**config.mk**
```make
export PLATFORM = sky130hd
export DESIGN_NAME = puf_bit_serializer
export DESIGN_NICKNAME = d
export VERILOG_FILES = /design/src/rtl/puf_test_pkg.sv /design/src/rtl/sync_word_fifo.sv /design/src/rtl/puf_bit_serializer.sv
export SDC_FILE = /design/constraint.sdc
export NUM_CORES = 1
export LEC_CHECK = 0
export CORE_MARGIN = 2
export CORE_UTILIZATION = 30
export DETAILED_ROUTE_END_ITERATION = 10
export GPL_TIMING_DRIVEN = 0
export PLACE_DENSITY_LB_ADDON = 0.2
export SKIP_LAST_GASP = 1
export SLEW_MARGIN = 25
export SYNTH_ARGS = -nofsm -noshare
export SYNTH_HDL_FRONTEND = slang
export SYNTH_SLANG_ARGS = --single-unit
```
**constraint.sdc**
```tcl
create_clock -name clk -period 5.45 [get_ports clk]
set_clock_uncertainty 0.2 [all_clocks]
set_input_delay 1.09 -clock clk [delete_from_list [all_inputs] [get_ports clk]]
set_output_delay 1.09 -clock clk [all_outputs]
set_load 0.05 [all_outputs]
```
**src/rtl/puf_test_pkg.sv**
```systemverilog
// Shared definitions for the PUF randomness-test datapath.
//   PUF_WORD_W      : default PUF response word width
//   ser_state_t     : serializer control states (FILL, RUN, FAULT)
//   NIST_BLOCK_LEN  : bits per block for the blocked NIST statistics
//   NIST_BLOCK_CNT  : blocks per test run
package puf_test_pkg;

    localparam int PUF_WORD_W      = 32;
    localparam int NIST_BLOCK_LEN  = 1032;
    localparam int NIST_BLOCK_CNT  = 1000;
    localparam int NIST_STREAM_LEN = NIST_BLOCK_LEN * NIST_BLOCK_CNT;

    typedef enum logic [1:0] {
        FILL  = 2'd0,
        RUN   = 2'd1,
        FAULT = 2'd2
    } ser_state_t;

endpackage

```
**src/rtl/sync_word_fifo.sv**
```systemverilog
// Single-clock W x DEPTH word FIFO with an occupancy count.
//   clk, rst : clock, async active-high reset (pointers and count only)
//   din/push : write data and write request (ignored while full)
//   dout/pop : head word (combinational) and read request (ignored while empty)
//   full, empty, count : status; count ranges 0..DEPTH
module sync_word_fifo
    import puf_test_pkg::*;
#(
    parameter int W     = PUF_WORD_W,
    parameter int DEPTH = 16,
    localparam int AW   = $clog2(DEPTH)
) (
    input  logic         clk,
    input  logic         rst,
    input  logic [W-1:0] din,
    input  logic         push,
    output logic [W-1:0] dout,
    input  logic         pop,
    output logic         full,
    output logic         empty,
    output logic [AW:0]  count
);

    logic [W-1:0]  mem [DEPTH];
    logic [AW-1:0] wr_ptr;
    logic [AW-1:0] rd_ptr;
    logic          do_push;
    logic          do_pop;

    assign full    = (count == (AW+1)'(DEPTH));
    assign empty   = (count == '0);
    // Full blocks a push even when a pop lands on the same edge.
    assign do_push = push && !full;
    assign do_pop  = pop && !empty;
    assign dout    = mem[rd_ptr];

    always_ff @(posedge clk) begin
        if (do_push) mem[wr_ptr] <= din;
    end

    // DEPTH is a power of two, so the pointers wrap naturally.
    always_ff @(posedge clk or posedge rst) begin
        if (rst) begin
            wr_ptr <= '0;
            rd_ptr <= '0;
            count  <= '0;
        end else begin
            if (do_push) wr_ptr <= wr_ptr + 1'b1;
            if (do_pop)  rd_ptr <= rd_ptr + 1'b1;
            case ({do_push, do_pop})
                2'b10:   count <= count + 1'b1;
                2'b01:   count <= count - 1'b1;
                default: count <= count;
            endcase
        end
    end

endmodule

```
**src/rtl/puf_bit_serializer.sv**
```systemverilog
// Buffers PUF response words and serializes them LSB-first into a gap-free
// one-bit-per-clock stream for the downstream randomness tests.
//   clk, rst           : clock, async active-high reset
//   word_in/word_valid : upstream word and its valid
//   word_ready         : FIFO not full
//   clear_err          : clears the sticky underrun flag
//   rand_bit           : serialized random bit (registered)
//   test_rst           : holds the test stages in reset (registered)
//   running            : streaming is live
//   underrun           : sticky, a word was due but the FIFO was empty
//   occupancy          : FIFO word count
module puf_bit_serializer
    import puf_test_pkg::*;
#(
    parameter int W       = PUF_WORD_W,
    parameter int DEPTH   = 16,
    parameter int PREFILL = 8,
    localparam int AW     = $clog2(DEPTH)
) (
    input  logic         clk,
    input  logic         rst,
    input  logic [W-1:0] word_in,
    input  logic         word_valid,
    output logic         word_ready,
    input  logic         clear_err,
    output logic         rand_bit,
    output logic         test_rst,
    output logic         running,
    output logic         underrun,
    output logic [AW:0]  occupancy
);

    localparam int BW = $clog2(W);

    ser_state_t    state_q, state_d;
    logic [W-1:0]  shreg_q, shreg_d;
    logic [BW-1:0] bit_idx_q, bit_idx_d;
    logic          rand_d, test_rst_d, running_d, underrun_d;
    logic          pop, set_err;
    logic [W-1:0]  head;
    logic          full, empty;

    sync_word_fifo #(.W(W), .DEPTH(DEPTH)) u_fifo (
        .clk   (clk),
        .rst   (rst),
        .din   (word_in),
        .push  (word_valid),
        .dout  (head),
        .pop   (pop),
        .full  (full),
        .empty (empty),
        .count (occupancy)
    );

    assign word_ready = !full;

    // bit_idx==0 while in RUN means the current word is exhausted and the
    // next edge must load a fresh one; bit 0 of a new word is taken straight
    // from the FIFO head so there is no bubble between words.
    always_comb begin
        state_d    = state_q;
        shreg_d    = shreg_q;
        bit_idx_d  = bit_idx_q;
        rand_d     = 1'b0;
        test_rst_d = 1'b1;
        running_d  = 1'b0;
        pop        = 1'b0;
        set_err    = 1'b0;
        case (state_q)
            FILL: begin
                if (occupancy >= (AW+1)'(PREFILL)) begin
                    pop        = 1'b1;
                    shreg_d    = head;
                    rand_d     = head[0];
                    test_rst_d = 1'b0;
                    running_d  = 1'b1;
                    bit_idx_d  = BW'(1);
                    state_d    = RUN;
                end
            end
            RUN: begin
                if (bit_idx_q == '0) begin
                    if (empty) begin
                        // No bypass: a push on this edge cannot fill the gap.
                        set_err   = 1'b1;
                        bit_idx_d = '0;
                        state_d   = FAULT;
                    end else begin
                        pop        = 1'b1;
                        shreg_d    = head;
                        rand_d     = head[0];
                        test_rst_d = 1'b0;
                        running_d  = 1'b1;
                        bit_idx_d  = BW'(1);
                    end
                end else begin
                    rand_d     = shreg_q[bit_idx_q];
                    test_rst_d = 1'b0;
                    running_d  = 1'b1;
                    bit_idx_d  = (bit_idx_q == BW'(W-1)) ? '0 : bit_idx_q + 1'b1;
                end
            end
            FAULT: begin
                // One-cycle hold; the FIFO keeps its words toward the prefill.
                bit_idx_d = '0;
                state_d   = FILL;
            end
            default: begin
                bit_idx_d = '0;
                state_d   = FILL;
            end
        endcase
        // Set beats clear when both land on the same edge.
        underrun_d = set_err | (underrun && !clear_err);
    end

    always_ff @(posedge clk or posedge rst) begin
        if (rst) begin
            state_q   <= FILL;
            shreg_q   <= '0;
            bit_idx_q <= '0;
            rand_bit  <= 1'b0;
            test_rst  <= 1'b1;
            running   <= 1'b0;
            underrun  <= 1'b0;
        end else begin
            state_q   <= state_d;
            shreg_q   <= shreg_d;
            bit_idx_q <= bit_idx_d;
            rand_bit  <= rand_d;
            test_rst  <= test_rst_d;
            running   <= running_d;
            underrun  <= underrun_d;
        end
    end

endmodule

```
## Yosys cells after proc, flatten, opt, wreduce, memory -nomap -nowiden

Memories as Yosys holds them, arrays and structs flattened.
Index checks and enable logic that the tools add are counted.

- Add/subtract/negate cells: 5
- $lt $le $gt $ge: 2
- Equality and inequality tests: 9
- Mux-type cells: 33
- Bitwise operators: 1
- Reduce and logical (&&, ||, !) cells: 13

Operator list:

| cell | number |
|---|---|
| $mux 32 | 3 |
| $pmux 32 s2 | 1 |
| $pmux 5 s2 | 2 |
| $mux 1 | 15 |
| $mux 5 | 3 |
| $add 5x1->5 const B | 2 |
| $eq 5x5->1 const B | 2 |
| $logic_not 5->1 | 2 |
| $add 4x1->4 const B | 2 |
| $pmux 1 s2 | 4 |
| $lt 5x6->1 const B | 1 |
| $mux 2 | 3 |
| $ne 2x2->1 const B | 3 |
| $bmux 1 s5 | 1 |
| $ge 5x4->1 const B | 1 |
| $sub 5x1->5 const B | 1 |
| $eq 2x1->1 const B | 2 |
| $pmux 2 s2 | 1 |
| $reduce_and 4->1 | 1 |
| $reduce_bool 2->1 | 2 |
| $logic_and 1x1->1 | 3 |
| $logic_not 1->1 | 3 |
| $reduce_and 3->1 | 1 |
| $eq 2x2->1 const B | 1 |
| other kinds (3) | 3 |

- Bits in registers: 56
- Bits in writable memories: 512
- Input port bits: 36
- Logic and storage cells: 74
- Memories: 1

Memories:

| name | depth | bits a word | read ports | clocked after memory_dff | wr ports | line | text |
|---|---|---|---|---|---|---|---|
| u_fifo.mem | 16 | 32 | 1 | 0 | 1 | sync_word_fifo.sv:24 | `logic [W-1:0] mem [DEPTH];` |

## Longest topological paths before layout

Gate-level depths: netlist of the first run.

- Depth in word-level cells: 7
- Gate-level depth with buffers: 15

## Modules after synthesis

A second synthesis of the first run with hierarchy kept.

- Cell total of the unflattened synthesis: 1237
- Area, all modules: 22544.1 um2

Modules (own cells, without submodules):

| module | times used | cells each | area each (um2) | sequential area each (um2) |
|---|---|---|---|---|
| sync_word_fifo | 1 | 1013 | 20422.1 | 15700.1 |
| puf_bit_serializer | 1 | 224 | 2122.0 | 1077.3 |

## Least setup slack after synthesis of the first run

No wires, ideal clock.

- Path kind: register to register
- Start: register u_fifo.count[0]
- End: memory u_fifo.mem[3][0] (netlist name) (enable)
- Arrival time: 4062 ps
- Path slack: 727 ps
- Cell stages (with the launch flop): 7
- Path buffers: 1
- Period minus slack after synthesis: 4723 ps
- Cells stage by stage: dfrtp_1 -> nor4_1 -> nand2_1 -> and2_1 -> clkbuf_1 -> nand2_1 -> nor3_1

- Longest elaborated chain between the ends: 5

Ends and longest elaborated chain:

| item | line | text |
|---|---|---|
| from (decl) | sync_word_fifo.sv:21 | `output logic [AW:0] count` |
| from (signal assigned) | sync_word_fifo.sv:51 | `2'b10: count <= count + 1'b1;` |
| from (signal assigned) | sync_word_fifo.sv:52 | `2'b01: count <= count - 1'b1;` |
| from (signal assigned) | sync_word_fifo.sv:53 | `default: count <= count;` |
| $eq 5x5->1 | sync_word_fifo.sv:30 | `assign full = (count == (AW+1)'(DEPTH));` |
| $logic_not 1->1 | -- |  |
| named net word_ready | puf_bit_serializer.sv:24 | `output logic word_ready,` |
| $logic_and 1x1->1 | sync_word_fifo.sv:33 | `assign do_push = push && !full;` |
| $mux 1 | sync_word_fifo.sv:38 | `if (do_push) mem[wr_ptr] <= din;` |
| $mux 1 (not written as such) | sync_word_fifo.sv:38 |  |
| to (decl) | sync_word_fifo.sv:24 |  |

The timed path passes the listed nets, and every way through them passes these cells.

## Worst setup path after layout of the first run

- Start: register bit_idx_q[1]
- End: register u_fifo.count[4]

- Longest elaborated chain between the ends: 6

Ends and longest elaborated chain:

| item | line | text |
|---|---|---|
| from (decl) | puf_bit_serializer.sv:37 | `logic [BW-1:0] bit_idx_q, bit_idx_d;` |
| from (signal assigned) | puf_bit_serializer.sv:129 | `bit_idx_q <= bit_idx_d;` |
| $logic_not 5->1 (*) | puf_bit_serializer.sv:82 | `if (bit_idx_q == '0) begin` |
| $mux 1 (*) | puf_bit_serializer.sv:82 |  |
| $pmux 1 s2 (*) | puf_bit_serializer.sv:69 | `case (state_q)` |
| $logic_and 1x1->1 (*) | sync_word_fifo.sv:34 | `assign do_pop = pop && !empty;` |
| named net u_fifo.do_pop | sync_word_fifo.sv:28 | `logic do_pop;` |
| $eq 2x1->1 or $eq 2x2->1 (tied branches) | sync_word_fifo.sv:50 | `case ({do_push, do_pop})` |
| $pmux 5 s2 or $reduce_bool 2->1 (tied branches) | -- |  |

The timed path passes the listed nets; every way through them passes the cells marked *.
A chain may end at the register's enable or synchronous reset.

==> impl_results.md, run 1 <==
* Clk pin slew, worst setup/hold paths at 60 ps
* Non-filler cells, final at 2102
* CTS Buf Count at 58
* Count of flip-flops with a built-in enable after synthesis at 512
* Deepest level of the CTS H-tree at 2
* Number of buffers and inverters on the critical path at 4
* Beginning of the worst hold path: underrun$_DFF_PP0_
* Highest cell delay on the worst timing path at 440 ps
* # nets final at approximately 1100
* Clock Tree Root: sky130_fd_sc_hd__clkbuf_16
* Cell types with the largest area share after synthesis: sky130_fd_sc_hd__edfxtp_1 (70%), sky130_fd_sc_hd__mux4_2 (17%), sky130_fd_sc_hd__dfrtp_1 (6.3%), sky130_fd_sc_hd__mux2_2 (1.7%), sky130_fd_sc_hd__ha_1 (0.68%)
* Top cell type by total area after synthesis: sky130_fd_sc_hd__edfxtp_1
* Largest vdd supply drop at 0.000400 V
* Number of buffers inserted to repair setup after CTS at 0
* Max-Cap Viols at 0
* Unrepaired setup endpoints after global routing: no
* Mean instance size in the synthesized netlist at 23.4 µm²
* Worst Setup Path Type: flop to flop
* Top flip-flop cell by instance count after synthesis: sky130_fd_sc_hd__edfxtp_1
* Share of the yosys chip area belonging to registers at 0.762
* Kind of cell adding the most delay to the critical path: buffers and inverters
* Post-synthesis instance area at 22000 µm²
* Yosys warns at 0
* Layout-stage area growth over the synthesis result at 20.5%
* Number of core rows at just under 100
* Startpoint of the most critical register-to-register path: bit_idx_q[1]$_DFFE_PP0P_
* Share of layout cells above drive strength 1 at 0.327
* Final setup violation count at 0
* Count of final max-slew check failures at 0
* DP HPWL at around 35 mm
* Horizontal die dimension at between 200 and 300 µm
* Most Used Layer, Global Route: met2
* Source of the critical timing path: bit_idx_q[1]$_DFFE_PP0P_
* Critical path fanouts, max at 10
* Clock tree sinks at 568
* Post-route fraction of the period consumed by the critical path at 0.831
* Overall power of the completed layout at between 10 and 15 mW
* Total negative slack at 0 ps
* Setup WS pre-CTS at 979 ps
* Data required time of the worst path at 5720 ps
* Reg-to-reg critical path endpoint: u_fifo.count[4]$_DFFE_PP0P_
* # IOs at 46
* Tightest Pin Transition at between 1000 and 1500 ps
* Most frequent CP cell: sky130_fd_sc_hd__ha_1
* Leakage power figure at 8.52 nW
* Core ar. at 72800 µm²
* Quantity of hold-fixing buffers added after cts at 0
* Tightest hold margin at about 300 ps
* Share of async-settable or async-resettable flops after synthesis at 0.0986
* Achievable clock frequency at about 220 MHz
* Final count of hold timing violations at 0
* First-pass GRT wire length at 77.4 mm
* PD cells at between 500 and 600 nW/µm²
* Post-Route WL at roughly 53 mm
* Headroom to the max-slew limit at 0.303
* DRT iter0 DRCs at 947
* Via count of the first global-routing pass at 10715
* Status: completed
* Global placer's final weighted congestion at approximately 0.70
* Placed instance count at 1996
* Portion of synthesized cell area occupied by the leading cell type at 0.698
* Post-route minimum period at 4530 ps
* Number of nets in the synthesized netlist at approximately 990
* Total of cells resized after clock tree synthesis at 0
* Synthesized instance count at 943
* R2R cell count at 15
* Category of the worst setup path capture point: flop
* Path category of the worst min-delay check: flop to flop
* Overall overflow remaining after global route at 0
* Worst-case setup margin in the final layout at 921 ps
* Count of input and output buffers at 45
* Initial antenna violation count at 2
* Highest-delay cell along the critical path: sky130_fd_sc_hd__a211oi_1
* Die height at roughly 270 µm
* Avg Vias per Cell at between 4 and 5
* DIE AREA at 75600 µm²
* Kind of launch point of the worst setup path: flop
* Routed Antenna Nets at 0
* Post-synthesis register bit count at 568
* CTS max path bufs at 3
* Later-pin clock latency in the skew report at approximately 610 ps
* Yosys cell types at 44
* Largest net degree at the start of global routing at 44
* Met3 Use GR at 0.0263
* Cell breakdown of the critical path: clkbuf_1 -> inv_1 -> ha_1 -> nor4b_2 -> o21ai_1 -> a211oi_1 -> buf_2 -> buf_4 -> ha_1 -> ha_1 -> a21o_1 -> a21oi_1 -> xor2_1 -> nor2_1 -> xor2_1
* Starting density of the core at 0.302
* Count of vias placed by the detailed router at 10111
* Crit path arrival time at 4790 ps
* Worst R2R Setup Slack at 920 ps
* Routed length per placed instance at 25.4 µm
* Clock tree from TritonCTS: done
* Critical Path End: u_fifo.count[4]$_DFFE_PP0P_
* Met1 routing resource usage after global routing at 0.196
* Gr usage total at 0.144
* Number of detailed-routing iterations run before antenna repair at 6
* Number of cells on the critical path at 15
* Met2 track utilization from global routing at 0.239
* DRC violation count after routing at 0
==> synthesized netlist by cell type, types with 2 or more instances <==
cell and count:
sky130_fd_sc_hd__mux4_2 166, sky130_fd_sc_hd__clkbuf_1 21, sky130_fd_sc_hd__nand2_1 14, sky130_fd_sc_hd__buf_4 2, sky130_fd_sc_hd__nand2b_1 3, sky130_fd_sc_hd__o21ai_0 5, sky130_fd_sc_hd__dfrtp_1 55, sky130_fd_sc_hd__buf_1 9
sky130_fd_sc_hd__nor2_1 17, sky130_fd_sc_hd__a211oi_1 3, sky130_fd_sc_hd__mux2_2 34, sky130_fd_sc_hd__inv_1 9, sky130_fd_sc_hd__nor3_1 7, sky130_fd_sc_hd__buf_2 9, sky130_fd_sc_hd__ha_1 12, sky130_fd_sc_hd__edfxtp_1 512
sky130_fd_sc_hd__a21oi_1 5, sky130_fd_sc_hd__nand4_1 2, sky130_fd_sc_hd__o21ai_1 2, sky130_fd_sc_hd__xor2_1 4, sky130_fd_sc_hd__or4b_1 2, sky130_fd_sc_hd__nor4_1 6, sky130_fd_sc_hd__a21o_1 3, sky130_fd_sc_hd__mux2i_1 4
sky130_fd_sc_hd__buf_6 11, sky130_fd_sc_hd__or4_1 2, sky130_fd_sc_hd__xnor2_1 7
==> stage by stage <==
stage,utilization,cell area (µm²)
floorplan,-,22000
global placement,0.325,23700
CTS,0.364,26500
detailed placement,0.337,24600
global route,0.364,26500
finish,0.364,26500
==> sequential cells by signal, indices dropped and copies added (netlist names) <==
signal / count
state_q: 2
u_fifo.mem: 512
running: 1
u_fifo.wr_ptr: 4
u_fifo.count: 5
shreg_q: 32
bit_idx_q: 5
rand_bit: 1
underrun: 1
u_fifo.rd_ptr: 4
test_rst: 1
==> cell usage in the layout, fill, tap and decap left out, types with 6 or more instances in the layout <==
cell	count
sky130_fd_sc_hd__mux4_2	166
sky130_fd_sc_hd__nor2_4	12
sky130_fd_sc_hd__xnor2_1	7
sky130_fd_sc_hd__buf_12	11
sky130_fd_sc_hd__clkinv_1	12
sky130_fd_sc_hd__inv_1	8
sky130_fd_sc_hd__clkbuf_16	58
sky130_fd_sc_hd__mux2_2	34
sky130_fd_sc_hd__nand2_1	14
sky130_fd_sc_hd__bufinv_16	10
sky130_fd_sc_hd__buf_1	8
sky130_fd_sc_hd__buf_4	25
sky130_fd_sc_hd__dfrtp_1	55
sky130_fd_sc_hd__edfxtp_1	512
sky130_fd_sc_hd__buf_6	12
sky130_fd_sc_hd__ha_1	12
sky130_fd_sc_hd__buf_16	14
sky130_fd_sc_hd__clkdlybuf4s50_1	45
sky130_fd_sc_hd__buf_2	10
sky130_fd_sc_hd__clkbuf_1	33
sky130_fd_sc_hd__nor4_1	6
==> layout make-up <==
cell class	instances	area (µm²)
Buffer	52	299
Timing Repair Buffer	94	1240
Antenna cell	1	2.50
Sequential cell	568	16800
Fill cell	6649	46300
Tap cell	959	1200
Inverter	9	36.3
Clock inverter	29	394
Multi-Input combinational cell	314	5020
Clock buffer	76	1570
==> worst reg2reg max path: stages (launching register included) <==
cell                       delay (ps)
sky130_fd_sc_hd__dfrtp_1          370
sky130_fd_sc_hd__clkbuf_1         330
sky130_fd_sc_hd__inv_1            290
sky130_fd_sc_hd__ha_1             270
sky130_fd_sc_hd__nor4b_2          320
sky130_fd_sc_hd__o21ai_1          150
sky130_fd_sc_hd__a211oi_1         440
sky130_fd_sc_hd__buf_2            380
sky130_fd_sc_hd__buf_4            280
sky130_fd_sc_hd__ha_1             310
sky130_fd_sc_hd__ha_1             310
sky130_fd_sc_hd__a21o_1           190
sky130_fd_sc_hd__a21oi_1          170
sky130_fd_sc_hd__xor2_1           170
sky130_fd_sc_hd__nor2_1            60
sky130_fd_sc_hd__xor2_1           150
==> report_power, final <==
group          internal [mW]  switching (mW)  total (mW)  leakage [nW]
registers               5.35           0.213        5.57          5.29
clock network           2.48            1.64        4.13         0.953
logic                   2.12            2.37        4.49          2.28
==> worst min path at each step <==
stage	end	slack, ps	cells past startpoint
6_report	underrun$_DFF_PP0_	290	1
5_1_grt	underrun$_DFF_PP0_	320	1
4_1_cts	underrun$_DFF_PP0_	300	1
3_5_place_dp	underrun$_DFF_PP0_	280	1
3_3_place_gp	underrun$_DFF_PP0_	280	1
2_1_floorplan	shreg_q[26]$_DFFE_PP0P_	270	1
==> metal layers <==
| layer | up-vias | wire length (µm) | part of all wire |
|---|---|---|---|
| met1 | 5533 | 23800 | 0.45 |
| met5 | - | 12 | 0.00022 |
| met3 | 69 | 2170 | 0.041 |
| met4 | 2 | 1040 | 0.019 |
| met2 | 209 | 26400 | 0.49 |
| li1 | 4298 | - | - |
==> kinds of logic (layout without fill, tap and decap cells) <==
group,Yosys count,in the layout,synth area share
AOI/OAI and AO/OA,24,24,0.00716
adders and majority gates,13,13,0.00773
muxes,205,205,0.189
xor gates and xnor gates,11,11,0.00437
DFF,568,568,0.762
other,0,1,0
and+or+nand+nor,61,61,0.0144
buffers and inverters,61,260,0.0150
Power figures use the tool's default switching activity.
==> run 2: changes to the inputs <==
==> constraint.sdc (replaced) <==
create_clock -name clk -period 4.3 [get_ports clk]
set_clock_uncertainty 0.2 [all_clocks]
set_input_delay 0.86 -clock clk [delete_from_list [all_inputs] [get_ports clk]]
set_output_delay 0.86 -clock clk [all_outputs]
set_load 0.05 [all_outputs]
==> impl_results.md, run 2 (synthesis gave the netlist of run 1 again) <==
* Status: completed
* Highest-delay cell along the critical path: sky130_fd_sc_hd__dfrtp_1
* Count of input and output buffers at 45 (unchanged)
* Highest cell delay on the worst timing path at 490 ps (+50 ps)
* Clock tree from TritonCTS: done
* Source of the critical timing path: bit_idx_q[0]$_DFFE_PP0P_
* Core ar. at 72800 µm² (unchanged)
* PD cells at 662 nW/µm² (+24%)
* Via count of the first global-routing pass at 10775 (+0.56%)
* Startpoint of the most critical register-to-register path: bit_idx_q[0]$_DFFE_PP0P_
* Leakage power figure at 8.42 nW (-1.1%)
* Overall overflow remaining after global route at 0 (unchanged)
* Data required time of the worst path at 4560 ps (-1160 ps)
* Clock Tree Root: sky130_fd_sc_hd__clkbuf_16
* Most common cell after layout, fill and taps aside: sky130_fd_sc_hd__edfxtp_1
* Quantity of hold-fixing buffers added after cts at 0 (unchanged)
* # IOs at 46 (unchanged)
* Metal1 wirelength at 24.5 mm (+3.0%)
* Achievable clock frequency at 250 MHz (+13%)
* Clock network power share at 0.270 (-0.021)
* Count of vias placed by the detailed router at 10148 (+0.37%)
* Horizontal die dimension at 275 µm (unchanged)
* Worst Setup Path Type: flop to flop
* Unrepaired setup endpoints after global routing: no
* Leading cell types in the layout, fill and taps excluded: sky130_fd_sc_hd__edfxtp_1 (512), sky130_fd_sc_hd__mux4_2 (166), sky130_fd_sc_hd__clkbuf_16 (58)
* Post-route minimum period at 4000 ps (-532 ps)
* R2R cell count at 15 (unchanged)
* Register bank with the most flops: u_fifo.mem
* Tightest Pin Transition at 1070 ps (+26.4 ps)
* Internal power summed over all cells at 12.2 mW (+22%)
* Number of cells on the critical path at 15 (unchanged)
* Overall power of the completed layout at 17.5 mW (+23%)
* Uppermost layer routed: met5
* Later-pin clock latency in the skew report at 610 ps (about the same)
* Setup WS pre-CTS at -64.5 ps (-1040 ps)
* Number of detailed-routing iterations run before antenna repair at 4 (-2)
* Count of final max-slew check failures at 0 (unchanged)
* Deepest level of the CTS H-tree at 2 (unchanged)
* Clock tree sinks at 568 (unchanged)
* Routed length per placed instance at 25.5 µm (+0.29%)
* DRC violation count after routing at 0 (unchanged)
* Critical path fanouts, max at 10 (unchanged)
* Post-route fraction of the period consumed by the critical path at 0.929 (+0.0984)
* Path category of the worst min-delay check: flop to flop
* Flip-flop count of the largest register, all copies and words added at 512 (unchanged)
* Final core occ at 0.363 (-0.00144)
* Category of the worst setup path capture point: flop
* Max-Cap Viols at 0 (unchanged)
* Final std cell area, no fill at 26400 µm² (-0.40%)
* Kind of cell adding the most delay to the critical path: buffers and inverters
* Cell breakdown of the critical path: buf_4 -> inv_1 -> ha_1 -> nor4b_2 -> o21ai_1 -> a211oi_2 -> buf_4 -> buf_4 -> ha_2 -> ha_1 -> a21o_1 -> a21oi_1 -> xor2_1 -> nor2_1 -> xor2_1
* Kind of launch point of the worst setup path: flop
* DRT iter0 DRCs at 937 (-1.1%)
* Gr usage total at 0.144 (-0.000607)
* # nets final at 1137 (-0.79%)
* Crit path arrival time at 4260 ps (-530 ps)
* Initial antenna violation count at 1 (-1)
* Largest vdd supply drop at 0.000381 V (-4.8%)
* Portion of total power attributed to sequential cells at 0.404 (+0.011)
* Post-Route WL at 53.2 mm (-0.23%)
* Portion of total power attributed to combinational logic at 0.326 (+0.010)
* Global placer's final weighted congestion at 0.728 (+4.0%)
* Routed wl met2 at 25.8 mm (-2.1%)
* Layout-stage area growth over the synthesis result at 20.1%
* Share of layout cells above drive strength 1 at 0.323 (-0.00330)
* Worst R2R Setup Slack at 300 ps (-620 ps)
* Number of core rows at 99 (unchanged)
* Filler cell count in the final layout at 6675 (+0.39%)
* Number of buffers inserted to repair setup after CTS at 0 (unchanged)
* Headroom to the max-slew limit at 0.285 (-0.0176)
* Total inserted antenna cells at 0 (-1)
* Switching share of power at 0.304 (+0.00645)
* Post-detailed-placement cell area at 24700 µm² (+0.38%)
* Clk pin slew, worst setup/hold paths at 60 ps (about the same)
* Final setup violation count at 0 (unchanged)
* First-pass GRT wire length at 77.2 mm (-0.20%)
* Final count of hold timing violations at 0 (unchanged)
* Switching pwr at 5.33 mW (+26%)
* Largest net degree at the start of global routing at 48 (+9.1%)
* DIE AREA at 75600 µm² (unchanged)
* Starting density of the core at 0.302 (unchanged)
* DP HPWL at 35.9 mm (+1.5%)
* Routed Antenna Nets at 0 (unchanged)
* Most frequent CP cell: sky130_fd_sc_hd__buf_4
* Total length of routed met3 wires at 1.81 mm (-16%)
* Hold path cells at 1 (unchanged)
* Die height at 275 µm (unchanged)
* Number of buffers and inverters on the critical path at 4 (unchanged)
* Beginning of the worst hold path: underrun$_DFF_PP0_
* CTS Buf Count at 57 (-1.7%)
* Avg Vias per Cell at 4.85 (+0.89%)
* Worst-case setup margin in the final layout at 303 ps (-618 ps)
* Largest registers in the final layout: u_fifo.mem: 512 flops, shreg_q: 32 flops
* CTS max path bufs at 3 (unchanged)
run 2: changes by cell type in the layout (fill, tap and decap cells not counted), sizes merged:
| cell | delta |
|---|---|
| diode | -1 |
| clkinvlp | +1 |
| clkinv | +2 |
| buf | -7 |
| bufinv | -8 |
| clkbuf | +2 |
run 2: power groups by stage:
stage / registers [mW] / clock network (mW) / logic [mW]
6_report: 7.07 / 4.72 / 5.71
5_1_grt: 7.15 / 5.05 / 6.12
4_1_cts: 7.06 / 4.85 / 5.88
3_5_place_dp: 7.17 / 0 / 5.86
3_3_place_gp: 7.21 / 0 / 5.49
2_1_floorplan: 7.21 / 0 / 3.65
run 2: routing by layer:
metal,up-vias,track usage
li1,4274,-
met4,2,0.0378
met5,-,0
met3,76,0.0211
met2,190,0.234
met1,5606,0.202
run 2: path summary, 6_finish.rpt:
check                                              end
setup / recovery           u_fifo.count[4]$_DFFE_PP0P_
hold / removal                      underrun$_DFF_PP0_
setup reg to reg           u_fifo.count[4]$_DFFE_PP0P_
hold reg to reg                     underrun$_DFF_PP0_
max in group asynchronous       shreg_q[5]$_DFFE_PP0P_
min in group asynchronous  u_fifo.count[2]$_DFFE_PP0P_
run 2: layout make-up:
| cell class | count | area (µm²) | share of cell area |
|---|---|---|---|
| buffer | 51 | 299 | 0.0113 |
| clock buffer | 79 | 1580 | 0.0598 |
| clock inverter | 24 | 179 | 0.00677 |
| inverter | 9 | 36.3 | 0.00137 |
| multi-input combinational | 314 | 5060 | 0.191 |
| sequential | 568 | 16800 | 0.635 |
| tap | 959 | 1200 | 0.0454 |
| timing repair buffer | 87 | 1310 | 0.0495 |
run 2: timing repair:
item                       CTS  global route
gates resized for setup      2             4
setup endpoints to repair    1             2
hold endpoints to repair     0             0
gates cloned                 0             0
run 2: per-stage QoR:
stage                     instances  hold WS, ps  setup TNS [ps]
final                          2091          292               0
after global routing           2091          301               0
after CTS                      2092          291               0
after detailed placement       1989          274           -64.5
after global placement         1947          277         -916640
after floorplan                 943          273               0
==> RTL change (config.mk and constraints of run 2) <==
`DEPTH` is set to 16 in 2 places; all go to 8.
--- a/src/rtl/sync_word_fifo.sv
+++ b/src/rtl/sync_word_fifo.sv
@@ -8,5 +8,5 @@
 #(
     parameter int W     = PUF_WORD_W,
-    parameter int DEPTH = 16,
+    parameter int DEPTH = 8,
     localparam int AW   = $clog2(DEPTH)
 ) (
--- a/src/rtl/puf_bit_serializer.sv
+++ b/src/rtl/puf_bit_serializer.sv
@@ -14,5 +14,5 @@
 #(
     parameter int W       = PUF_WORD_W,
-    parameter int DEPTH   = 16,
+    parameter int DEPTH   = 8,
     parameter int PREFILL = 8,
     localparam int AW     = $clog2(DEPTH)
Interface: changed (resized occupancy); port bits go from 46 to 45. The function was not compared with the original's and may differ.
==> RTL change against run 2 <==
  * Wire length decreased by 50%
  * Combinational power decreased by 38%
  * Sequential power decreased by 42%
  * Critical path depth unchanged
  * First-iteration DRC count decreased by 57%
  * Sequential share of layout area decreased by 2.5 points
  * Via count decreased by 41%
  * Cell area decreased by 44%
  * Sequential cell count decreased by 259
  * Power decreased by 40%
  * Worst setup slack improved by 2.2 ps
  * Critical path type unchanged
  * Synthesized area decreased by 45%
==> RTL change: results (changes against run 2) <==
- Post-Route WL: 26900 um (was 53200 um)
- Arr. time, crit path: 4210 ps (was 4260 ps)
- Cells after synthesis: 612 (was 943)
- Clock buffer count: 44 (was 79)
- Leak: 4.99 nW (was 8.42 nW)
- CP Max Fanout: 11 (was 10)
- Post-DP HPWL: 17300 um (was 35900 um)
- Largest net degree at the start of global routing: 54 (was 48)
- Comb_multi_in: 263 (was 314)
- Complex-gate fraction of the synthesized area: 2.51% (was 0.716%)
- # diodes: 1 (was 0)
- Mux share of post-synthesis cell area: 16.6% (was 18.9%)
- Status: complete, no violations (unchanged)
- Vias per inst: 4.76 (was 4.85)
- Register area share after synthesis: 74.5% (was 76.2%)
- Vias in the first global route: 6472 (was 10800)
- Fillers: 3596 (was 6675)
- Sequential share of cell area: 60.9% (was 63.5%)
- Clock Network Area Fraction: 7.60% (was 6.65%)
- Clock buffer count from CTS: 36 (was 57)
- Fraction of area in multi-input gates: 20.0% (was 19.1%)
- Buffers on Ports: 44 (was 45)
- Post-synth EDFFs: 256 (was 512)
- Non-clk buf share: 6.78% (was 6.08%)
- Largest regs: u_fifo.mem: 256 flops, shreg_q: 32 flops, bit_idx_q: 5 flops (was u_fifo.mem: 512 flops, shreg_q: 32 flops)
- Hold WS: 273 ps (was 292 ps)
- Placer's final routability congestion estimate: 0.780 (was 0.728)
- Syn nets: 656 (was 992)
[RTL change: power breakdown]
| group | total [mW] | internal, mW | switching (mW) |
|---|---|---|---|
| clock | 2.88 | 1.75 | 1.13 |
| sequential | 4.13 | 3.88 | 0.251 |
| combinational | 3.53 | 1.58 | 1.96 |
[RTL change: stage by stage]
step / total power [mW] / setup TNS, ps / area [um2] / worst slack (ps) / utilization, %
after floorplan: 6.51 / 0 / 12100 / 489 / -
after global placement: 7.53 / -295520 / 13200 / -1440 / 33.2
after detailed placement: 7.81 / 0 / 13700 / 255 / 34.4
after CTS: 10.7 / 0 / 14800 / 241 / 37.2
after global routing: 11.1 / 0 / 14800 / 9.53 / 37.2
final: 10.5 / 0 / 14800 / 306 / 37.2
[RTL change: routing by layer]
layer | vias up | track usage, % | share of wire (%)
met5 | - | 0 | 0.041
met3 | 44 | 2.66 | 6.1
met2 | 148 | 21.9 | 49
li1 | 2670 | - | -
met4 | 2 | 3.36 | 1.8
met1 | 3151 | 17.9 | 43
